<file path="config.mk">
export PLATFORM = sky130hd
export DESIGN_NAME = predecode_inst_buffer
export DESIGN_NICKNAME = d
export VERILOG_FILES = /design/src/rtl/predecode_inst_buffer.sv
export SDC_FILE = /design/constraint.sdc
export NUM_CORES = 1
export LEC_CHECK = 0
export ABC_CLOCK_PERIOD_IN_PS = 8700
export BUFFER_PORTS_ARGS = -buffer_cell sky130_fd_sc_hd__buf_2
export CAP_MARGIN = 20
export CORE_MARGIN = 5
export CORE_UTILIZATION = 45
export CTS_CLUSTER_DIAMETER = 100
export DETAILED_ROUTE_END_ITERATION = 8
export GPL_TIMING_DRIVEN = 0
export HOLD_SLACK_MARGIN = 0.12
export PLACE_DENSITY = 0.7
export SKIP_CTS_REPAIR_TIMING = 1
export SLEW_MARGIN = 20
export SYNTH_ARGS = -nofsm -noshare
export SYNTH_HDL_FRONTEND = slang
export SYNTH_SLANG_ARGS = --single-unit
</file>
<file path="constraint.sdc">
create_clock -name clk -period 8.7 [get_ports clk]
set_input_delay 0.87 -clock clk [delete_from_list [all_inputs] [get_ports clk]]
set_output_delay 0.87 -clock clk [all_outputs]
set_load 0.01 [all_outputs]
</file>
<file path="src/rtl/predecode_inst_buffer.sv">
`default_nettype none
// ============================================================================
//  Module      : predecode_inst_buffer
//  Description : Fetch-to-decode instruction queue. Every entering
//                instruction is pre-decoded into a branch class that is
//                stored with the entry. A branch/jump at the head is only
//                released to ID once its delay-slot instruction is also
//                buffered. Supports a flush for exception/ERET redirects.
//  Revision    : 1.0 - initial release
// ============================================================================
module predecode_inst_buffer #(
  parameter int DEPTH = 4,
  parameter int PC_W  = 32
) (
  input  logic                     clk,
  input  logic                     reset,
  input  logic                     flush,
  // IF side
  input  logic                     fs_to_ib_valid,
  output logic                     ib_allow_in,
  input  logic [PC_W-1:0]          fs_pc,
  input  logic [31:0]              fs_inst,
  // ID side
  output logic                     ib_to_ds_valid,
  input  logic                     ds_allow_in,
  output logic [PC_W-1:0]          ib_pc,
  output logic [31:0]              ib_inst,
  output logic                     ib_is_branch,
  output logic [2:0]               ib_br_kind,
  output logic [$clog2(DEPTH):0]   ib_count
);

  localparam int AW = $clog2(DEPTH);
  localparam int CW = AW + 1;

  // Branch classes held in the kind field of each entry
  localparam logic [2:0] KIND_NONE      = 3'd0;
  localparam logic [2:0] KIND_COND      = 3'd1;
  localparam logic [2:0] KIND_COND_LINK = 3'd2;
  localparam logic [2:0] KIND_J         = 3'd3;
  localparam logic [2:0] KIND_JAL       = 3'd4;
  localparam logic [2:0] KIND_JR        = 3'd5;
  localparam logic [2:0] KIND_JALR      = 3'd6;

  localparam logic [CW-1:0] FULL_COUNT = CW'(DEPTH);

  // Entry storage (not reset; only meaningful for occupied slots)
  logic [PC_W-1:0] r_pc_mem   [DEPTH];
  logic [31:0]     r_inst_mem [DEPTH];
  logic [2:0]      r_kind_mem [DEPTH];

  logic [AW-1:0]   r_head;
  logic [AW-1:0]   r_tail;
  logic [CW-1:0]   r_count;

  logic [5:0]      w_op;
  logic [4:0]      w_rt;
  logic [4:0]      w_rd;
  logic [4:0]      w_sa;
  logic [5:0]      w_func;
  logic [2:0]      w_new_kind;
  logic [2:0]      w_head_kind;
  logic            w_push;
  logic            w_pop;

  assign w_op   = fs_inst[31:26];
  assign w_rt   = fs_inst[20:16];
  assign w_rd   = fs_inst[15:11];
  assign w_sa   = fs_inst[10:6];
  assign w_func = fs_inst[5:0];

  // Pre-decode the incoming instruction into its branch class
  always_comb begin
    w_new_kind = KIND_NONE;
    case (w_op)
      6'h04, 6'h05: w_new_kind = KIND_COND;
      6'h06, 6'h07: begin
        if (w_rt == 5'h00) w_new_kind = KIND_COND;
      end
      6'h01: begin
        case (w_rt)
          5'h00, 5'h01: w_new_kind = KIND_COND;
          5'h10, 5'h11: w_new_kind = KIND_COND_LINK;
          default:      w_new_kind = KIND_NONE;
        endcase
      end
      6'h02: w_new_kind = KIND_J;
      6'h03: w_new_kind = KIND_JAL;
      6'h00: begin
        if (w_func == 6'h08 && w_rt == 5'h00 && w_rd == 5'h00 && w_sa == 5'h00)
          w_new_kind = KIND_JR;
        else if (w_func == 6'h09 && w_rt == 5'h00 && w_sa == 5'h00)
          w_new_kind = KIND_JALR;
      end
      default: w_new_kind = KIND_NONE;
    endcase
  end

  // A full buffer refuses input even when the head is leaving this cycle
  assign ib_allow_in = !reset && !flush && (r_count < FULL_COUNT);
  assign w_push      = fs_to_ib_valid && ib_allow_in;

  // A branch head is held back until its delay slot sits behind it
  assign w_head_kind    = r_kind_mem[r_head];
  assign ib_to_ds_valid = (r_count != '0) &&
                          ((w_head_kind == KIND_NONE) || (r_count >= CW'(2)));
  assign w_pop          = ib_to_ds_valid && ds_allow_in;

  assign ib_pc        = r_pc_mem[r_head];
  assign ib_inst      = r_inst_mem[r_head];
  assign ib_br_kind   = w_head_kind;
  assign ib_is_branch = (w_head_kind != KIND_NONE);
  assign ib_count     = r_count;

  // Pointer and occupancy update; reset and flush both empty the queue
  always_ff @(posedge clk) begin
    if (reset || flush) begin
      r_head  <= '0;
      r_tail  <= '0;
      r_count <= '0;
    end else begin
      if (w_push) r_tail <= r_tail + AW'(1);
      if (w_pop)  r_head <= r_head + AW'(1);
      case ({w_push, w_pop})
        2'b10:   r_count <= r_count + CW'(1);
        2'b01:   r_count <= r_count - CW'(1);
        default: r_count <= r_count;
      endcase
    end
  end

  // Write the accepted instruction and its class into the tail slot
  always_ff @(posedge clk) begin
    if (w_push) begin
      r_pc_mem[r_tail]   <= fs_pc;
      r_inst_mem[r_tail] <= fs_inst;
      r_kind_mem[r_tail] <= w_new_kind;
    end
  end

endmodule
`default_nettype wire
</file>
Word-level counts from Yosys, hierarchy flattened:

Memories as Yosys holds them, arrays and structs flattened. A register that Yosys moved wholly into a read port is not among the register bits.
Index checks and enable logic that the tools add are counted.
W data, S select, Z words.

* add/sub/neg operators: 4
* multiply operators: 0
* divide/modulo/power cells: 0
* $lt $le $gt $ge: 2
* eq/ne operators: 14
* shifts and indexed selects: 0
* multiplexer cells: 14
* bitwise operators: 0
* reductions and logical operators: 26

Operator list (number)
* $eq A6 B3 Y1 const B: 4
* $pmux W3 S6: 1
* $logic_not A5 Y1: 3
* $eq A6 B2 Y1 const B: 2
* $eq A6 B4 Y1 const B: 2
* $mux W2: 6
* $eq A5 B5 Y1 const B: 2
* $logic_and A1 B1 Y1: 10
* $reduce_or A2 Y1: 4
* $eq A6 B1 Y1 const B: 1
* $logic_not A6 Y1: 1
* $mux W3: 2
* $pmux W3 S2: 1
* $reduce_bool A3 Y1: 2
* $eq A5 B1 Y1 const B: 1
* $add A2 B1 Y2 const B: 2
* $pmux W2 S2: 1
* $add A3 B1 Y3 const B: 1
* $ge A3 B2 Y1 const B: 1
* $logic_not A3 Y1: 1
* $lt A3 B3 Y1 const B: 1
* $mux W1: 3
* $sub A3 B1 Y3 const B: 1
* $eq A2 B1 Y1 const B: 1
* 4 further kinds: 6

* bits in registers: 7
* latch bits: 0
* RAM bits: 268
* ROM bits: 0
* bits of input ports: 69
* output and inout port bits: 73
* logic and storage cells: 66
* memories: 3

Memory list
* r_inst_mem: words 4, width 32, rd ports 1, clocked after Yosys merged registers in 1, write ports 1, RTL line 49 `logic [31:0] r_inst_mem [DEPTH];`
* r_pc_mem: words 4, width 32, rd ports 1, clocked after Yosys merged registers in 1, write ports 1, RTL line 48 `logic [PC_W-1:0] r_pc_mem [DEPTH];`
* r_kind_mem: words 4, width 3, rd ports 1, clocked after Yosys merged registers in 1, write ports 1, RTL line 50 `logic [2:0] r_kind_mem [DEPTH];`

Longest topological paths before layout:

* depth after elaboration: 6
* gate-level depth with buffers: 9
* mapped depth without buffers: 9

Worst setup path after synthesis:

Ideal clock, no wire load.

* path kind: input to register
* from: in reset
* to: mem r_inst_mem[0][0], enable pin
* setup time: 0.432 ns
* arrival time: 3.168 ns
* required time: 8.268 ns
* path slack: 5.100 ns
* stages on the path: 3
* path buffers: 0
* path through: or2_2 -> nor3b_2 -> and2_1

* cells in the longest elaborated chain, start to end: 6

RTL lines
* start: declaration: RTL line 16 `input logic reset,`
* $logic_not A1 Y1: RTL line 100 `assign ib_allow_in = !reset && !flush && (r_count < FULL_COUNT);`
* $logic_and A1 B1 Y1 (2 in a row): RTL line 100
* $logic_and A1 B1 Y1: RTL line 101 `assign w_push = fs_to_ib_valid && ib_allow_in;`
* $mux W1: RTL line 134 `if (w_push) begin`
* $mux W1 (not written as such): RTL line 136 `r_inst_mem[r_tail] <= fs_inst;`
* end: declaration: RTL line 49

Every way passes these cells.

==> summary.txt <==
Outcome
  – Status: finished clean

STA
  – Period utilization: 42.1%
  – Clk_skew: 0.0257 ns
  – Final setup TNS: 0 ns
  – Count of pins over their slew limit: 0
  – Hold Vio Cnt, Final: 0
  – Max Clk Rate: 273 MHz
  – Slew headroom: 21.6%
  – Setup ws final: 5.04 ns
  – Unrepaired setup endpoints after global routing: false
  – Final setup viols: 0
  – Worst-Margin Slew: 1.17 ns
  – Minimum clock period: 3.66 ns

Worst setup path
  – Critical path type: reg -> out
  – Critical Path Start Type: register
  – Worst Path Max Fanout: 10
  – Crit. End Element: output port
  – WP data required: 7.83 ns
  – Critical path arrival: 2.79 ns

Synth
  – Area share of the largest cell type after synthesis: 78.3%
  – Syn Inst Count: 428
  – Cell Area, Synth: 0.0103 mm²
  – Post-synth EDFFs: 268
  – Top area cells in the synthesized netlist: edfxtp_1 78%, mux4_2 15%, dfxtp_1 1.8%
  – Post-synthesis sequential area ratio: 80.1%
  – Mapped Nets: 503
  – Mean Syn Cell Area: 24.0 µm²
  – Synth warnings: 0
  – Synth Register Bits: 277
  – Main flop type after synthesis: edfxtp_1
  – Yosys cell types: 36
  – Dominant cell type by area after synthesis: edfxtp_1
  – Post-synth ARST share: 0%

Final layout
  – Design Area, Final: 0.0123 mm²
  – # diodes: 0
  – Final #Nets: 678
  – Area Overhead vs Synth: 19.5%
  – # fillers: 1746
  – Share of layout cells above drive strength 1: 42.6%

Clock tree
  – CTS root buf: clkbuf_16
  – Clock transition at path regs: 0.06 ns
  – CTS H-tree depth: 1
  – CTS buffer count: 28
  – CTS tree: yes
  – Longest Clk Path Bufs: 3
  – Clock tree sinks: 277
  – Clk_lat worst skew: 0.55 ns

Global route
  – GRT Overall Usage: 15.0%
  – Overflow after GRT: 0
  – Largest net degree at the start of global routing: 36
  – Initial antenna violation count: 0
  – First-pass GRT wire length: 30400 µm
  – Vias in the first global route: 5344

Routing
  – Antenna-violating nets left: 0
  – Iteration-0 DRC Markers: 303
  – Final WL: 19300 µm
  – Vias per inst: 5.27
  – Via count: 4795
  – Routed WL per cell: 21.3 µm
  – TritonRoute pass-1 iters: 5
  – DR DRC count: 0

Die
  – Row count: 55
  – DIE AREA: 0.0260 mm²
  – Starting density of the core: 45.5%
  – Core area: 0.0226 mm²
  – Die Wd: 161 µm
  – Die Y: 161 µm
  – # IOs: 142

Placed design
  – DP Area: 0.0114 mm²
  – PortBufs: 141
  – Gpl congestion: 0.757
  – Worst slack, placed: 5.35 ns
  – HPWL Detailed: 12500 µm

Pwr
  – Power per standard cell area: 215 mW/mm²
  – Tot Pwr: 2.65 mW
  – Max VDD drop: 190 µV
  – Lkg Pwr: 4.02 nW

Flow run
  – # Max-Cap Violations: 0

Min path
  – HP Class: in -> reg
## sequential cells by signal (all words and copies together), names as in the netlist, named ones only
register and flops:
r_pc_mem 128, r_head 2, r_inst_mem 128, r_tail 2, r_kind_mem 12, ib_count 3
## power breakdown
part           internal, mW  switching, mW  leakage, nW
Combinational        0.0290         0.0419         1.14
Sequential             1.47        0.00273         2.48
Clock                 0.620          0.478        0.409
Total                  2.12          0.523         4.02
## cells by family after synthesis
family                   count (synthesis)  synth area share (%)
buffers and inverters                   24                  1.02
AND/OR/NAND/NOR                         35                  1.91
XOR/XNOR                                 4                 0.341
AO/OA/AOI/OAI                           15                  1.18
flip-flops                             277                  80.1
adder cells (fa/ha/maj)                  6                 0.804
multiplexers                            67                  14.7
## synth_stat cells, drive strengths merged, types with 2 or more instances
cell,count
a21oi,2
and2,4
xnor2,2
buf,11
or3,3
o21ai,4
nand2,3
inv,8
o31ai,2
nor4,4
ha,5
mux4,67
xor2,2
nand4,2
nor3,2
clkbuf,5
dfxtp,9
edfxtp,268
nor2,10
## final timing paths
check,startpoint,to,slack [ns],cells past startpoint
setup / recovery,register,ib_inst[18],5.04,5
hold reg to reg,ib_count[0],ib_count[0],0.57,2
setup reg to reg,register,ib_count[2],5.84,9
hold / removal,fs_inst[22],r_inst_mem[3][22],0.54,1
## layout make-up
| cell class | instances | area, µm² | area share (%) |
|---|---|---|---|
| tap | 285 | 357 | 2.90 |
| multi-input combinational | 127 | 1960 | 15.9 |
| inverter | 8 | 30.0 | 0.244 |
| buffer | 16 | 75.1 | 0.611 |
| clock buffer | 32 | 716 | 5.83 |
| timing repair buffer | 145 | 786 | 6.40 |
| clock inverter | 20 | 136 | 1.11 |
| sequential | 277 | 8230 | 67.0 |
## layer usage
layer  track usage, %  up-vias  share of wire (%)
met3             4.54       39                7.5
li1                 -     2176                  -
met4             4.07        0                2.6
met2             24.9      152                 49
met5                0        -                  0
met1             19.5     2428                 41
## worst max-delay path: stages (launching register included)
cell and delay, ns:
dfxtp_1 0.33, buf_6 0.12, clkbuf_1 0.60, buf_2 0.47, mux4_2 0.58, buf_2 0.16
## cell usage in the layout (no fill, tap or decap), types with 5 or more instances in the layout
cell / n
ha_1: 5
clkinv_1: 9
nor2_1: 10
buf_2: 147
clkbuf_16: 28
clkbuf_1: 9
dfxtp_1: 9
inv_1: 8
mux4_2: 67
edfxtp_1: 268
clkinv_2: 5
## per-stage QoR
step                      hold WS, ns  std cells  utilization (%)
after floorplan                 0.508        428                -
after global placement          0.521        854             50.2
after detailed placement        0.553        858             50.6
after CTS                       0.509        910             54.4
after global routing            0.515        910             54.4
final                           0.540        910             54.4
Power figures use the tool's default switching activity.
